--- src/rtl/riscv_mem_pkg.sv ---
// Shared definitions for the unified memory port arbiter: state encoding and
// default port widths.
package riscv_mem_pkg;

  localparam int MEM_ADDR_W = 32;
  localparam int MEM_DATA_W = 32;
  localparam int STRB_W     = MEM_DATA_W / 8;

  typedef enum logic [1:0] {
    ARB_IDLE  = 2'd0,
    ARB_FETCH = 2'd1,
    ARB_DATA  = 2'd2
  } arb_state_e;

endpackage : riscv_mem_pkg

--- src/rtl/mem_port_arbiter.sv ---
// Fixed-priority arbiter sharing one memory port between instruction fetch and
// the memory stage; one access in flight, stale fetch responses are dropped.
module mem_port_arbiter
  import riscv_mem_pkg::*;
#(
  parameter int ADDR_W = MEM_ADDR_W,
  parameter int DATA_W = MEM_DATA_W
) (
  input  logic                clk,
  input  logic                rst,
  input  logic                if_req,
  input  logic [ADDR_W-1:0]   if_addr,
  output logic [DATA_W-1:0]   if_rdata,
  output logic                if_valid,
  input  logic                flush_f,
  input  logic                dm_req,
  input  logic                dm_we,
  input  logic [ADDR_W-1:0]   dm_addr,
  input  logic [DATA_W-1:0]   dm_wdata,
  input  logic [DATA_W/8-1:0] dm_wstrb,
  output logic [DATA_W-1:0]   dm_rdata,
  output logic                dm_valid,
  output logic                mem_req,
  output logic                mem_we,
  output logic [ADDR_W-1:0]   mem_addr,
  output logic [DATA_W-1:0]   mem_wdata,
  output logic [DATA_W/8-1:0] mem_wstrb,
  input  logic [DATA_W-1:0]   mem_rdata,
  input  logic                mem_ready,
  output logic                stall_if,
  output logic                stall_mem
);

  localparam int SW = DATA_W / 8;

  arb_state_e      state_q;
  logic            drop_q;
  logic            we_q;
  logic [ADDR_W-1:0] addr_q;
  logic [DATA_W-1:0] wdata_q;
  logic [SW-1:0]     wstrb_q;

  logic fetch_done_s;
  logic data_done_s;

  // Arbitration FSM with the latched request attributes and the stale-fetch flag.
  always_ff @(posedge clk or negedge rst) begin
    if (!rst) begin
      state_q <= ARB_IDLE;
      drop_q  <= 1'b0;
      we_q    <= 1'b0;
      addr_q  <= {ADDR_W{1'b0}};
      wdata_q <= {DATA_W{1'b0}};
      wstrb_q <= {SW{1'b0}};
    end else begin
      case (state_q)
        ARB_IDLE: begin
          // Data is older in program order, so it always wins the port.
          if (dm_req) begin
            state_q <= ARB_DATA;
            we_q    <= dm_we;
            addr_q  <= dm_addr;
            wdata_q <= dm_wdata;
            wstrb_q <= dm_wstrb;
          end else if (if_req && !flush_f) begin
            state_q <= ARB_FETCH;
            drop_q  <= 1'b0;
            we_q    <= 1'b0;
            addr_q  <= if_addr;
            wdata_q <= {DATA_W{1'b0}};
            wstrb_q <= {SW{1'b0}};
          end else begin
            state_q <= ARB_IDLE;
          end
        end
        ARB_FETCH: begin
          if (mem_ready) begin
            state_q <= ARB_IDLE;
          end else if (flush_f) begin
            drop_q <= 1'b1;
          end else begin
            state_q <= ARB_FETCH;
          end
        end
        ARB_DATA: begin
          if (mem_ready) begin
            state_q <= ARB_IDLE;
          end else begin
            state_q <= ARB_DATA;
          end
        end
        default: begin
          state_q <= ARB_IDLE;
        end
      endcase
    end
  end

  // Completion decode; a fetch completing under a redirect is never reported.
  always_comb begin
    data_done_s  = 1'b0;
    fetch_done_s = 1'b0;
    if (state_q == ARB_DATA) begin
      data_done_s = mem_ready;
    end else if (state_q == ARB_FETCH) begin
      fetch_done_s = mem_ready & ~drop_q & ~flush_f;
    end else begin
      data_done_s  = 1'b0;
      fetch_done_s = 1'b0;
    end
  end

  // Memory port attributes come only from the latched request.
  always_comb begin
    mem_req   = (state_q != ARB_IDLE);
    mem_we    = (state_q == ARB_DATA) & we_q;
    mem_addr  = addr_q;
    mem_wdata = wdata_q;
    mem_wstrb = wstrb_q;
  end

  // Response return and stall requests toward the hazard unit.
  always_comb begin
    dm_valid  = data_done_s;
    if_valid  = fetch_done_s;
    dm_rdata  = data_done_s  ? mem_rdata : {DATA_W{1'b0}};
    if_rdata  = fetch_done_s ? mem_rdata : {DATA_W{1'b0}};
    stall_mem = dm_req & ~data_done_s;
    stall_if  = (if_req & ~fetch_done_s) | (dm_req & ~data_done_s);
  end

endmodule : mem_port_arbiter

--- config.mk ---
export PLATFORM = sky130hd
export DESIGN_NAME = mem_port_arbiter
export DESIGN_NICKNAME = d
export VERILOG_FILES = /design/src/rtl/riscv_mem_pkg.sv /design/src/rtl/mem_port_arbiter.sv
export SDC_FILE = /design/constraint.sdc
export NUM_CORES = 1
export LEC_CHECK = 0
export ABC_CLOCK_PERIOD_IN_PS = 1700
export CAP_MARGIN = 30
export CORE_AREA = 5 5 91 135
export DETAILED_ROUTE_END_ITERATION = 6
export DIE_AREA = 0 0 96 140
export PLACE_DENSITY = 0.83
export SLEW_MARGIN = 15
export SYNTH_ARGS = -nofsm -noshare
export SYNTH_HDL_FRONTEND = slang
export SYNTH_SLANG_ARGS = --single-unit
--- constraint.sdc ---
create_clock -name clk -period 1.7 [get_ports clk]
set_input_delay 0.255 -clock clk [delete_from_list [all_inputs] [get_ports clk]]
set_output_delay 0.255 -clock clk [all_outputs]
set_load 0.02 [all_outputs]
==> summary.md <==
| Metric | Value |
|---|---|
| Status | `finished with violations` |
| Failing checks | `negative setup slack` |
| Post-synth EDFFs | `0` |
| GR Overflow Total | `0` |
| Clock Skews | `roughly 0.0073 ns` |
| Worst-margin pin slew | `0.314 ns` |
| PortBufs | `around 280` |
| Initial antenna violation count | `2` |
| Average size of a mapped cell | `13.0 sq um` |
| Final WS setup | `-0.293 ns` |
| Initial Util | `33.3%` |
| Final hold vios | `0` |
| DP Wirelength | `10,800 microns` |
| CTS Sinks | `72` |
| Register area share after synthesis | `about half` |
| CP required | `1.44 ns` |
| CORE AREA | `0.0109 sq mm` |
| Root buffer cell | `clkbuf_16` |
| Chip Width | `96 microns` |
| Cell taking the most area after synthesis | `dfrtp_1` |
| Mapped Cells | `roughly 280` |
| Vias in the first global route | `3,994` |
| Post-route ant nets | `0` |
| Final wirelength | `15,900 microns` |
| Synthesis-to-finish area growth | `113%` |
| Synthesized area | `0.00364 sq mm` |
| Placed instance area | `0.00668 sq mm` |
| Die area | `0.0134 sq mm` |
| Worst Path Max Fanout | `8` |
| FFs w/ async S/R, synth | `100%` |
| Critical Path End Type | `primary output` |
| Final non-filler cell area | `0.00774 sq mm` |
| Seq cells post-synth | `72` |
| Count leader, synth | `dfrtp_1` |
| First-pass GRT wire length | `21,300 microns` |
| Kind of critical path | `reg -> out` |
| Share of cells above drive strength 1 | `43.7%` |
| Vias | `3,635` |
| Via density | `a little under 5` |
| Tmin final | `1.99 ns` |
| H-tree Lvls | `3` |
| Inst Count DP | `699` |
| Worst Path Arrival | `1.74 ns` |
| MaxCap Viol Count | `0` |
| Gpl congestion | `0.739` |
| CTS clock-pin slew for the worst setup and hold paths | `0.06 ns` |
| Mapped Nets | `420` |
| Worst setup SP type | `register` |
| Tcrit/Tclk final | `117%` |
| CTS tree | `yes` |
| Maximum clock path buffer count | `2` |
| DRT Pass-1 Iters | `4` |
| Fmax | `502 MHz` |
| Placement Rows | `47` |
| Die extent in y | `around 140 microns` |
| Yosys top cell area share | `49.5%` |
| Final #Nets | `729` |
| Tightest Hold Check Type | `in -> reg` |
| Synth area leaders | `dfrtp_1 (49%), mux2_4 (13%), and2_1 (11%)` |
| Most used DFF post-synth | `dfrtp_1` |
| Initial drt markers | `84` |
| Unrepaired setup endpoints after global routing | `yes` |
| Drt drc | `0` |
| Slew headroom | `79.1%` |
| # diodes | `0` |
| Warning count from the yosys run | `0` |
| Largest net degree at the start of global routing | `between 50 and 60` |
| Commonest cells post-synth | `dfrtp_1 (72), and2_1 (64), a22o_1 (37)` |
| Worst VDD drop | `0.988 mV` |
| I/O Pins | `approximately 280` |
| Fillers | `771` |
| Cell Pwr Density | `1220 mW/mm^2` |
| Synth unique cells | `25` |
| Pre-CTS setup slack | `-0.627 ns` |
| P_leak | `between 0.003 and 0.004 uW` |
| WL per Instance | `21.4 microns` |
| Pins over their slew limit | `0` |
| CTS Buf Count | `9` |
| Global Route Usage Sum | `21.0%` |
| Fin cells | `742` |
| Clock Latency Late Sink | `0.32 ns` |
| Final setup fails | `roughly 110` |
## flip-flops by register name, indices dropped and copies added (netlist names)
signal     cells
we_q           1
drop_q         1
mem_wdata     32
state_q        2
mem_addr      32
mem_wstrb      4
## logic make-up (layout without fill, tap and decap cells)
family | Yosys count | in the layout | share of synthesized area (%)
AND/OR/NAND/NOR | 77 | 77 | 13.4
flip-flops | 72 | 72 | 49.5
multiplexers | 64 | 64 | 23.1
AO/OA/AOI/OAI | 43 | 44 | 9.96
buffers and inverters | 25 | 338 | 4.16
## where the power goes
part | internal (uW) | total (uW) | switching (uW)
logic | 2670 | 4650 | 1980
registers | 2340 | 2730 | 391
clock network | 1360 | 2060 | 696
total | 6360 | 9430 | 3070
## worst paths after layout
check	start	end	slack [ns]	cells after the start
worst max-delay path	state_q[0]	if_rdata[28]	-0.29	7
worst max register to register	state_q[0]	mem_addr[4]	-0.10	6
min in group asynchronous	rst	mem_addr[0]	0.36	2
worst min-delay path	dm_req	drop_q	0.32	3
max in group asynchronous	rst	mem_wstrb[1]	0.78	3
worst min register to register	mem_wstrb[0]	mem_wstrb[0]	0.50	1
## stage by stage
stage	hold WS, ns	utilization (%)	power (uW)	TNS [ns]
final	0.318	70.8	9430	-14.30
after global routing	0.333	70.8	9840	-20.38
after CTS	0.311	67.7	9240	-14.06
after detailed placement	0.176	61.0	6870	-38.25
after global placement	0.173	61.0	6790	-35.75
after floorplan	-0.0406	-	4710	0
## critical path, stage by stage (launching register included)
cell and delay [ns]:
dfrtp_1 0.38, nand2_2 0.08, nor4_4 0.25, buf_4 0.17, buf_6 0.13, clkbuf_16 0.15, and2_4 0.14, buf_6 0.11
## routing by layer
metal  global-route usage, %  vias up  part of all wire (%)
li1                        -     1612                     -
met1                    20.0     1740                    32
met2                    37.7      232                    53
met3                    8.96       47                    10
met4                    9.37        4                   4.3
met5                       0        -                  0.17
## what timing repair did
action	4_1_cts	5_1_grt
setup buffers	10	5
pin swaps	14	18
setup endpoints to repair	72	126
hold buffers	1	0
endpoints found under the hold margin	22	0
gates resized for setup	414	58
cloned	6	9
## layout by cell type, fill, tap and decap left out, types with 3 or more instances in the layout
master,n
a22o_1,37
and2_1,8
and2_4,56
buf_12,9
buf_16,3
buf_4,16
buf_6,76
clkbuf_16,18
clkdlybuf4s50_1,203
dfrtp_1,72
mux2_2,32
mux2_4,32
## cell type report
| class | instances | area [sq um] | share of cell area (%) |
|---|---|---|---|
| timing repair buffer | 320 | 3530 | 45.6 |
| clock buffer | 11 | 253 | 3.26 |
| sequential | 72 | 1800 | 23.3 |
| clock inverter | 5 | 78.8 | 1.02 |
| inverter | 2 | 7.51 | 0.0969 |
| multi-input combinational | 185 | 1880 | 24.3 |
| tap | 147 | 184 | 2.38 |
No activity file was read; power rests on OpenSTA's default activity.
